==> src/rtl/reg_transfer_sequencer_pkg.sv <==
// rtl/reg_transfer_sequencer_pkg.sv - shared op codes, state encoding and index helper
package seq_defs;

    typedef enum logic [1:0] {
        OP_MOV = 2'd0,
        OP_ALU = 2'd1,
        OP_LDI = 2'd2,
        OP_NOP = 2'd3
    } op_e;

    typedef enum logic [1:0] {
        ST_IDLE    = 2'd0,
        ST_XFER    = 2'd1,
        ST_ALU_SEL = 2'd2,
        ST_ALU_WB  = 2'd3
    } state_e;

    function automatic logic idx_oob(input int idx, input int nreg);
        return idx >= nreg;
    endfunction

endpackage

==> src/rtl/idx_to_strobe_n.sv <==
// rtl/idx_to_strobe_n.sv - index to active-low one-hot strobe decoder with enable
module idx_to_strobe_n #(
    parameter int NREG  = 4,
    parameter int IDX_W = 2
) (
    input  logic [IDX_W-1:0] idx_i,
    input  logic             en_i,
    output logic [NREG-1:0]  strobe_n_o
);

    // Indices with no matching register simply never match, leaving all-ones.
    always_comb begin
        strobe_n_o = '1;
        for (int i = 0; i < NREG; i++) begin
            if (en_i && (idx_i == IDX_W'(i))) begin
                strobe_n_o[i] = 1'b0;
            end
        end
    end

endmodule

==> src/rtl/reg_transfer_sequencer.sv <==
// rtl/reg_transfer_sequencer.sv - sequences registered active-low register-file strobes per command
module reg_transfer_sequencer
    import seq_defs::*;
#(
    parameter int NREG  = 4,
    parameter int IDX_W = 2
) (
    input  logic             clk,
    input  logic             resetn,
    input  logic             cmd_valid,
    output logic             cmd_ready,
    input  logic [1:0]       cmd_op,
    input  logic [IDX_W-1:0] cmd_dst,
    input  logic [IDX_W-1:0] cmd_a,
    input  logic [IDX_W-1:0] cmd_b,
    input  logic [7:0]       cmd_imm,
    output logic [NREG-1:0]  outn,
    output logic [NREG-1:0]  loadn,
    output logic [NREG-1:0]  loutn,
    output logic [NREG-1:0]  routn,
    output logic             alu_outn,
    output logic             flags_loadn,
    output logic             imm_outn,
    output logic [7:0]       imm,
    output logic             err
);

    state_e           state_q, state_d;
    op_e              op_q, op_d;
    logic [IDX_W-1:0] a_q, a_d;
    logic [IDX_W-1:0] b_q, b_d;
    logic [IDX_W-1:0] dst_q, dst_d;
    logic [7:0]       imm_q, imm_d;
    logic             err_q, err_d;

    logic [NREG-1:0]  outn_q, loadn_q, loutn_q, routn_q;
    logic [NREG-1:0]  outn_d, loadn_d, loutn_d, routn_d;
    logic             alu_outn_q, flags_loadn_q, imm_outn_q;
    logic             alu_outn_d, flags_loadn_d, imm_outn_d;

    logic             accept;
    logic             bad_idx;
    logic             out_en, load_en, opnd_en;

    assign cmd_ready = (state_q == ST_IDLE);
    assign accept    = cmd_valid && cmd_ready;

    // Only indices the op actually uses can flag an error.
    always_comb begin
        bad_idx = 1'b0;
        case (op_e'(cmd_op))
            OP_MOV:  bad_idx = idx_oob(int'(cmd_a), NREG) || idx_oob(int'(cmd_dst), NREG);
            OP_ALU:  bad_idx = idx_oob(int'(cmd_a), NREG) || idx_oob(int'(cmd_b), NREG)
                               || idx_oob(int'(cmd_dst), NREG);
            OP_LDI:  bad_idx = idx_oob(int'(cmd_dst), NREG);
            default: bad_idx = 1'b0;
        endcase
    end

    always_comb begin
        state_d = state_q;
        op_d    = op_q;
        a_d     = a_q;
        b_d     = b_q;
        dst_d   = dst_q;
        imm_d   = imm_q;
        err_d   = err_q | (accept & bad_idx);
        case (state_q)
            ST_IDLE: begin
                if (accept) begin
                    op_d  = op_e'(cmd_op);
                    a_d   = cmd_a;
                    b_d   = cmd_b;
                    dst_d = cmd_dst;
                    case (op_e'(cmd_op))
                        OP_MOV:  state_d = ST_XFER;
                        OP_LDI: begin
                            state_d = ST_XFER;
                            imm_d   = cmd_imm;
                        end
                        OP_ALU:  state_d = ST_ALU_SEL;
                        default: state_d = ST_IDLE;
                    endcase
                end
            end
            ST_XFER:    state_d = ST_IDLE;
            ST_ALU_SEL: state_d = ST_ALU_WB;
            ST_ALU_WB:  state_d = ST_IDLE;
            default:    state_d = ST_IDLE;
        endcase
    end

    // Strobes are decoded from the next state so they register in the same edge.
    assign out_en        = (state_d == ST_XFER) && (op_d == OP_MOV);
    assign load_en       = (state_d == ST_XFER) || (state_d == ST_ALU_WB);
    assign opnd_en       = (state_d == ST_ALU_SEL) || (state_d == ST_ALU_WB);
    assign alu_outn_d    = !(state_d == ST_ALU_WB);
    assign flags_loadn_d = !(state_d == ST_ALU_WB);
    assign imm_outn_d    = !((state_d == ST_XFER) && (op_d == OP_LDI));

    idx_to_strobe_n #(.NREG(NREG), .IDX_W(IDX_W)) u_dec_out (
        .idx_i      (a_d),
        .en_i       (out_en),
        .strobe_n_o (outn_d)
    );

    idx_to_strobe_n #(.NREG(NREG), .IDX_W(IDX_W)) u_dec_load (
        .idx_i      (dst_d),
        .en_i       (load_en),
        .strobe_n_o (loadn_d)
    );

    idx_to_strobe_n #(.NREG(NREG), .IDX_W(IDX_W)) u_dec_lout (
        .idx_i      (a_d),
        .en_i       (opnd_en),
        .strobe_n_o (loutn_d)
    );

    idx_to_strobe_n #(.NREG(NREG), .IDX_W(IDX_W)) u_dec_rout (
        .idx_i      (b_d),
        .en_i       (opnd_en),
        .strobe_n_o (routn_d)
    );

    always_ff @(posedge clk or negedge resetn) begin
        if (!resetn) begin
            state_q       <= ST_IDLE;
            op_q          <= OP_NOP;
            a_q           <= '0;
            b_q           <= '0;
            dst_q         <= '0;
            imm_q         <= 8'h00;
            err_q         <= 1'b0;
            outn_q        <= '1;
            loadn_q       <= '1;
            loutn_q       <= '1;
            routn_q       <= '1;
            alu_outn_q    <= 1'b1;
            flags_loadn_q <= 1'b1;
            imm_outn_q    <= 1'b1;
        end else begin
            state_q       <= state_d;
            op_q          <= op_d;
            a_q           <= a_d;
            b_q           <= b_d;
            dst_q         <= dst_d;
            imm_q         <= imm_d;
            err_q         <= err_d;
            outn_q        <= outn_d;
            loadn_q       <= loadn_d;
            loutn_q       <= loutn_d;
            routn_q       <= routn_d;
            alu_outn_q    <= alu_outn_d;
            flags_loadn_q <= flags_loadn_d;
            imm_outn_q    <= imm_outn_d;
        end
    end

    assign outn        = outn_q;
    assign loadn       = loadn_q;
    assign loutn       = loutn_q;
    assign routn       = routn_q;
    assign alu_outn    = alu_outn_q;
    assign flags_loadn = flags_loadn_q;
    assign imm_outn    = imm_outn_q;
    assign imm         = imm_q;
    assign err         = err_q;

endmodule

==> config.mk <==
export PLATFORM = sky130hd
export DESIGN_NAME = reg_transfer_sequencer
export DESIGN_NICKNAME = d
export VERILOG_FILES = /design/src/rtl/reg_transfer_sequencer_pkg.sv /design/src/rtl/idx_to_strobe_n.sv /design/src/rtl/reg_transfer_sequencer.sv
export SDC_FILE = /design/constraint.sdc
export NUM_CORES = 1
export LEC_CHECK = 0
export CAP_MARGIN = 20
export CELL_PAD_IN_SITES_DETAIL_PLACEMENT = 1
export CELL_PAD_IN_SITES_GLOBAL_PLACEMENT = 2
export CORE_ASPECT_RATIO = 0.6
export CORE_MARGIN = 3
export CORE_UTILIZATION = 30
export DETAILED_ROUTE_END_ITERATION = 8
export GPL_TIMING_DRIVEN = 0
export PLACE_DENSITY = 0.81
export SYNTH_ARGS = -nofsm -noshare
export SYNTH_HDL_FRONTEND = slang
export SYNTH_SLANG_ARGS = --single-unit
==> constraint.sdc <==
create_clock -name clk -period 3.8 [get_ports clk]
set_input_delay 0.38 -clock clk [delete_from_list [all_inputs] [get_ports clk]]
set_output_delay 0.38 -clock clk [all_outputs]
set_load 0.01 [all_outputs]
After elaboration in Yosys (flattened, before gate mapping)

Index checks and enable logic that the tools add are counted.

Bits in registers: 36
Output and inout port bits: 29
Word-level logic and storage cells: 89

Multiplexer cells: 27
Equal/unequal tests: 18
Reductions and logical operators: 32

Operators with widths:

| cell                 | count |
|---|---|
| $eq A2 B2 Y1 const B | 12 |
| $logic_and A1 B1 Y1  | 19 |
| $mux W2              | 9 |
| $mux W1              | 16 |
| $eq A2 B1 Y1 const B | 6 |
| $logic_not A2 Y1     | 6 |
| $pmux W2 S3          | 1 |
| $pmux W2 S2          | 1 |
| $reduce_or A2 Y1     | 2 |
| $reduce_and A3 Y1    | 1 |
| $logic_not A1 Y1     | 2 |
| $logic_or A1 B1 Y1   | 2 |

Longest topological paths before layout

Word-level depth: 9
Mapped depth: 6
Gate-level depth less buffers: 4

Cells and area by module

A second synthesis with hierarchy kept.

Cells, all modules: 80
Area total of the unflattened synthesis: 1256.2 µm²

By module, submodules not included:

| module                 | cells an instance | sequential area each (µm²) | area each (µm²) | instances |
|---|---|---|---|---|
| reg_transfer_sequencer | 64                | 873.3                      | 1141.1          | 1 |
| idx_to_strobe_n        | 4                 | 0.0                        | 28.8            | 4 |

Worst setup path before layout

Ideal clock, no wire load.

Path type: register to register
From: reg state_q[0]
To: reg outn_q[1], in the netlist outn[1]
Data arrival time: 1.462 ns
Required time: 3.712 ns
Buffers on the path: 2
Setup slack: 2.250 ns
Library setup time: 0.088 ns
Cell stages (with the launch flop): 6
Path through: dfrtp_1 > buf_6 > or3b_1 > buf_6 > mux2i_1 > or3b_1

Longest elaborated chain between the ends: 8
Elaborated cells on any way between the ends: 18
Classes of those cells: eq/ne (5); mux (7); reduce/logical (6)

Ends and longest elaborated chain:

| element                                          | line                                                       | RTL |
|---|---|---|
| from (decl)                                      | reg_transfer_sequencer.sv:28                               | `state_e state_q, state_d;` |
| from (signal assigned)                           | reg_transfer_sequencer.sv:142                              | `state_q <= state_d;` |
| $logic_not A2 Y1                                 | reg_transfer_sequencer.sv:45, reg_transfer_sequencer.sv:68 |  |
| $logic_and A1 B1 Y1                              | reg_transfer_sequencer.sv:46                               | `assign accept = cmd_valid && cmd_ready;` |
| $mux W2                                          | reg_transfer_sequencer.sv:70                               | `if (accept) begin` |
| $pmux W2 S3 or $mux W2 (tied branches)           | reg_transfer_sequencer.sv:68                               | `case (state_q)` |
| $eq A2 B1 Y1 or $logic_not A2 Y1 (tied branches) | reg_transfer_sequencer.sv:94                               | `assign out_en = (state_d == ST_XFER) && (op_d == OP_MOV);` |
| $logic_and A1 B1 Y1                              | reg_transfer_sequencer.sv:94                               |  |
| $logic_and A1 B1 Y1 *                            | idx_to_strobe_n.sv:15                                      | `if (en_i && (idx_i == IDX_W'(i))) begin` |
| $mux W1 *                                        | idx_to_strobe_n.sv:15                                      |  |
| net outn_d[1]                                    | reg_transfer_sequencer.sv:37                               | `logic [NREG-1:0] outn_d, loadn_d, loutn_d, routn_d;` |
| to (signal assigned)                             | reg_transfer_sequencer.sv:149                              | `outn_q <= outn_d;` |
| to (decl)                                        | reg_transfer_sequencer.sv:36                               | `logic [NREG-1:0] outn_q, loadn_q, loutn_q, routn_q;` |

Mark *: on every way through the listed nets, which the timed path passes. The rest lies on a longest branch.
A chain may end at the register's enable or synchronous reset.

Final worst setup path

From: reg state_q[1]
To: out cmd_ready

Longest elaborated chain between the ends: 1

Ends and longest elaborated chain:

| element          | line                         | RTL |
|---|---|---|
| $logic_not A2 Y1 | reg_transfer_sequencer.sv:45 | `assign cmd_ready = (state_q == ST_IDLE);` |
| to (decl)        | reg_transfer_sequencer.sv:11 | `output logic cmd_ready,` |

No other way between the ends.

==> out/summary.md <==
The wire length of the first global-routing pass was 5.95 mm; the core footprint was 4320 um2. After legalization and detailed placement, the total HPWL measured 2.78 mm. In the synthesized netlist the dominant register cell turns out to be dfstp_2.

Averaged over all synthesized cells, the footprint is 12.0 um2. TritonCTS built the clock tree. Setup repair after global routing left no endpoint under its margin. The logs give 0 for the remaining antenna violation count after routing and 1211 for the number of global-route vias before repair. In this run the worst path has a maximum fanout of 10. The tool flagged a number of max-cap violations equal to 0. The post-synthesis cell type with the largest combined area is dfstp_2. The path type of the worst min-delay path is in2async.

The later pin in the worst-skew pair is clocked with a latency of 0.28 ns. The run gives 2 as the number of levels the H-tree was split into. The worst setup path is launched from a flip-flop.

The flow ran to the end, and the final reports show no timing, DRC or antenna violations. In this run, the number of DRC markers left after iteration 0 of detailed routing was 27. The cell count after synthesis came out at 118. The area growth from synthesis to layout is 44.0%. The worst-margin pin slew is 0.774 ns, and the number of nets produced by synthesis is 137. The final-report max-slew violation count is 0, and the static power due to leakage is 0.847 nW. Before antenna repair, the detailed router went through 4 iterations.

In the final layout, the share of cells above drive strength 1 is 26.2%. Headroom to the max-slew limit came out at 48.4%. The synthesized netlist occupies a cell area of 1410 um2. For the number of antenna violations at the first check in global routing, the log shows 0. The synthesized design contains 34 register bits.

The final-report setup violation count is 0, and the minimum period implied by the final worst setup slack is 1.94 ns. The logs give 0 for the remaining global-route overflow and 0.682 for the final estimated routing congestion in global placement. Post-CTS timing repair inserted 0 buffers for setup. The maximum number of pins on one net before global-route repair came out at 35. No sink is reached through more buffers than the 2 on the longest clock path. 0 antenna diodes ended up in the layout.

The number of cells upsized or downsized after cts was 0; the data arrival time of the worst path was 1.56 ns. The tools report the routed wire length as 3.64 mm. Among all stages on the critical path, the largest delay is contributed by clkdlybuf4s50_1. Power after layout: 0.00136 W. The final-stage net count was 190.

The vertical extent of the die is 59.2 um. Input and output buffers added on the ports amount to 46. The worst-case IR drop observed on VDD is 241 uV. The area fraction of the dominant cell type after synthesis was 33.5%; the maximum operating frequency was 514 MHz. The warning count from the yosys run is 0. Once placement completed, the tool counted placed cells totaling 224.

For this configuration, the core starts out at a cell density of 32.7%. The share of synthesized area occupied by flip-flops and latches was 61.8%; the maximum cell stage delay along the critical path was 0.58 ns. After detailed routing, the average wire length per cell comes to 15.7 um. The floorplan step defined a die boundary enclosing 5590 um2. Counting the buffers created by CTS gives 5. From left edge to right edge, the die measures 94.6 um.

The worst path uses 51.2% of the clock period. After clock tree synthesis, the flow added hold-fix buffers numbering 0. The fraction of the core area covered by cells at the end of the flow is 47.0%. In this run the count of I/O pins placed on the die edge is 48. The tools report the CTS sink count as 34. Clock root buffer: clkbuf_8. Power spread over the standard cell area amounts to 668 nW/um2.

Between clock sinks in the finished design, the worst skew comes to 0.00422 ns. The count of different cell masters after synthesis came out at 27. For the worst setup path, the data required time is 3.42 ns. Yosys mapped a number of flops with a built-in enable equal to 0. The layout has 483 filler cells.

The floorplan has 18 rows. Of all flip-flops after synthesis, the portion carrying an async set or reset was 100%. The count of final hold-check violations came out at 0.

The worst setup path is of the reg2out kind. The total routing resource utilization after global routing came out at 14.3%. The worst setup path is captured at a primary output. The number of non-filler instances in the completed layout came out at 232. By area the synthesized netlist is led by dfstp_2 33%, dfrtp_1 28%, mux2_2 6.4%. After clock tree synthesis, the clock-pin slew on the worst setup and hold paths is 0.07 ns. The critical path goes through buf_2, nor2_1, clkdlybuf4s50_1. Summed over all failing endpoints, the final setup total negative slack is 0 ns. Summing over every cut layer, the via total after detailed routing is 1042. The DRC violation count after routing was 0; the number of vias per cell was 4.49.
[stage by stage]
stage               area (um2)  hold slack [ns]  setup WS, ns
floorplan                 1410           0.0844          2.25
finish                    2030            0.177          1.86
global route              2030            0.205          1.77
CTS                       2030            0.187          1.84
global placement          1950            0.481          1.72
detailed placement        1940            0.489          1.73
[flip-flops by register name, indices dropped and copies added, names as in the netlist]
signal,flops
b_q,2
dst_q,2
loadn,4
state_q,2
imm_outn,1
loutn,4
imm,8
a_q,2
outn,4
routn,4
flags_loadn,1
[per-layer routing]
metal,wire [um],global-route usage [%]
met1,1690,19.5
met2,1780,21.9
met3,149,4.70
met4,26,3.90
met5,0,0
[cells in the mapped netlist, types with 3 or more instances]
cell type,instances
a21oi_1,3
buf_6,3
dfrtp_1,16
dfstp_2,18
mux2_2,8
mux2i_1,3
nand2_1,23
nand2b_1,4
nor2_1,3
nor3_1,4
nor3b_1,7
o21ai_0,5
[worst paths after layout]
kind                       depth (start not counted)  startpoint         to  slack (ns)
hold reg to reg                                    1      imm[6]     imm[6]        0.51
setup reg to reg                                   5  state_q[0]    outn[1]        2.15
max in group asynchronous                          1      resetn     a_q[0]        3.14
setup / recovery                                   3  state_q[1]  cmd_ready        1.86
min in group clk                                   1      imm[6]     imm[6]        0.51
hold / removal                                     1      resetn     imm[1]        0.18
[logic make-up (layout without fill, tap and decap cells)]
logic type / count (synthesis) / count (layout) / synth area share [%]
simple gates: 52 / 52 / 20.3
other cells: 1 / 1 / 0.265
compound gates: 9 / 9 / 3.19
flops: 34 / 34 / 61.8
mux: 12 / 12 / 9.48
buf+inv: 10 / 64 / 4.96
[power breakdown]
| group | total, W | switching (W) | internal [W] |
|---|---|---|---|
| registers | 0.000564 | 0.0000657 | 0.000499 |
| clock network | 0.000274 | 0.000128 | 0.000146 |
| logic | 0.000520 | 0.000235 | 0.000285 |
[placed cells by master, fill, tap and decap left out]
cell type / instances
clkdlybuf4s50_1: 45
nand2_1: 23
dfstp_2: 18
dfrtp_1: 16
mux2_2: 8
nor3b_1: 7
clkbuf_8: 6
o21ai_0: 5
nand2b_1: 4
nor3_1: 4
buf_6: 3
buf_2: 3
nor2_1: 3
a21oi_1: 3
mux2i_1: 3
or3b_1: 2
inv_1: 2
nand3b_1: 2
and3_1: 2
buf_4: 2
nor2b_1: 1
mux2i_2: 1
inv_2: 1
nand3_2: 1
nand4bb_1: 1
or4b_2: 1
and3b_1: 1
o21ai_1: 1
conb_1: 1
clkinv_2: 1
clkbuf_1: 1
[worst max-delay path, delay by kind of cell, from the launching register on]
family | cells | cell delay (ns)
buffers and inverters | 2 | 0.75
flip-flops | 1 | 0.35
AND/OR/NAND/NOR | 1 | 0.18
[final cells by class]
class                   instances  area, um2  share of cell area, %
multi-input cells              74        469                   23.1
flip-flops and latches         34        873                   42.9
clock buffers                   7       86.3                   4.24
inverters                       3       11.3                  0.554
repair buffers                 46        455                   22.4
well taps                      60       75.1                   3.69
plain buffers                   7       58.8                   2.89
clock inverters                 1       5.00                  0.246
Note: power is estimated with default switching activity, not from simulation.
==> variant, RTL diff (config.mk and constraints unchanged) <==
`IDX_W` is set to 2 in 2 places; all go to 4.
--- a/src/rtl/idx_to_strobe_n.sv
+++ b/src/rtl/idx_to_strobe_n.sv
@@ -1,7 +1,7 @@
 // rtl/idx_to_strobe_n.sv - index to active-low one-hot strobe decoder with enable
 module idx_to_strobe_n #(
     parameter int NREG  = 4,
-    parameter int IDX_W = 2
+    parameter int IDX_W = 4
 ) (
     input  logic [IDX_W-1:0] idx_i,
     input  logic             en_i,
--- a/src/rtl/reg_transfer_sequencer.sv
+++ b/src/rtl/reg_transfer_sequencer.sv
@@ -3,7 +3,7 @@
     import seq_defs::*;
 #(
     parameter int NREG  = 4,
-    parameter int IDX_W = 2
+    parameter int IDX_W = 4
 ) (
     input  logic             clk,
     input  logic             resetn,
Interface: changed (resized cmd_a, cmd_b and cmd_dst); port bits go from 48 to 54. No check against the original RTL was run, so the function may have changed too.
==> variant against the original RTL <==
- routed wire length rose by 20%
- sequential cell count is 7 higher
- worst setup slack gained 0.12 ns
- first-iteration DRC count rose to 2.7 times the old value
- sequential power grew 18%
- final area grew 18%
- clock skew rose by 0.0015 ns
- power is 11% higher
- synthesized area rose by 19%
- critical path type unchanged
==> variant: results (changes against the original RTL) <==
sequential power 665 uW (was 564 uW); DR WL/cell 16.4 um (was 15.7 um); multi-input combinational gate total 89 (was 74); clock group total power 326 uW (was 274 uW); worst-margin pin slew 0.891 ns (was 0.774 ns); clock-cell share of area 4.55% (was 4.49%); Pint 1030 uW (was 930 uW); WHS 0.209 ns (was 0.177 ns); Post-synth top cells nand2_1 (29), dfrtp_1 (23), dfstp_2 (18), mux2_2 (8), nand3_1 (8) (was nand2_1 (23), dfstp_2 (18), dfrtp_1 (16), mux2_2 (8), nor3b_1 (7)); CP Max Fanout 7 (was 10); Inverters, non-clock 5 (was 3); Final Hold Vio Count 0 (unchanged); crit path from state_q[0]$_DFF_PN0_ (was state_q[1]$_DFF_PN0_); fraction of area in multi-input gates 23.9% (was 23.1%); GR Util All Layers 14.5% (was 14.3%); routability congestion estimate 0.733 (was 0.682); post-synthesis cell type count 30 (was 27); Non-clock buffer share 23.5% (was 25.3%); Avg Vias per Cell 4.82 (was 4.49); area occupied by registers 0.00105 mm^2 (was 873 um^2); initial drt markers 74 (was 27); CLK BUF 6 (was 7); Fill cells 548 (was 483); NumNets Final 225 (was 190); vias in the first global route 1,358 (was 1,211); first-pass GRT wire length 7270 um (was 5950 um); maximum vdd drop 0.000242 V (was 0.000241 V); Worst R2R Setup Slack 2.17 ns (was 2.15 ns); Seq/Total Area, Yosys 62.6% (was 61.8%); ratio of cells with drive above 1 in the final layout 22.9% (was 26.2%); status finished clean (unchanged); cell count of the worst reg-to-reg path 4 (was 5); input/output buffers 53 (was 46); pin count of the biggest net entering global routing 42 (was 35); Pleak 0.00101 uW (was 0.000847 uW); CTS buffer count 5 (unchanged); critical path data arrival time 1.45 ns (was 1.56 ns); syn_nets 165 (was 137); Worst Clk Skew 0.00571 ns (was 0.00422 ns); bufs w/o clock 58 (was 53); post-DP HPWL 3360 um (was 2780 um); sequential cells 41 (was 34); dominant cells by area after synthesis dfrtp_1 (34%), dfstp_2 (28%), nand2_1 (6.5%) (was dfstp_2 (33%), dfrtp_1 (28%), mux2_2 (6.4%))
==> variant: per-stage QoR <==
stage	total power [uW]	std cells	setup slack [ns]	instance area, um^2	utilization [%]
after floorplan	934	140	2.41	1670	-
after global placement	1170	259	1.42	2290	43.7
after detailed placement	1200	259	1.71	2280	43.6
after CTS	1530	267	1.94	2390	45.7
after global routing	1610	267	1.86	2390	45.7
final	1510	267	1.97	2390	45.7
==> variant: routing by layer <==
metal	wire length, um	global-route usage, %
met2	1910	21.1
met5	0	0
met4	23	4.09
met3	279	4.58
met1	2160	20.5
==> variant: critical path, stage by stage, from the launching register on <==
cell and delay, ns:
dfrtp_1 0.48, nor2_1 0.13, clkdlybuf4s50_1 0.54
==> variant: kinds of logic after synthesis <==
| family | synth area share (%) |
|---|---|
| AOI/OAI and AO/OA | 3.66 |
| buffers and inverters | 3.29 |
| DFF | 62.6 |
| muxes | 8.97 |
| and+or+nand+nor | 21.5 |
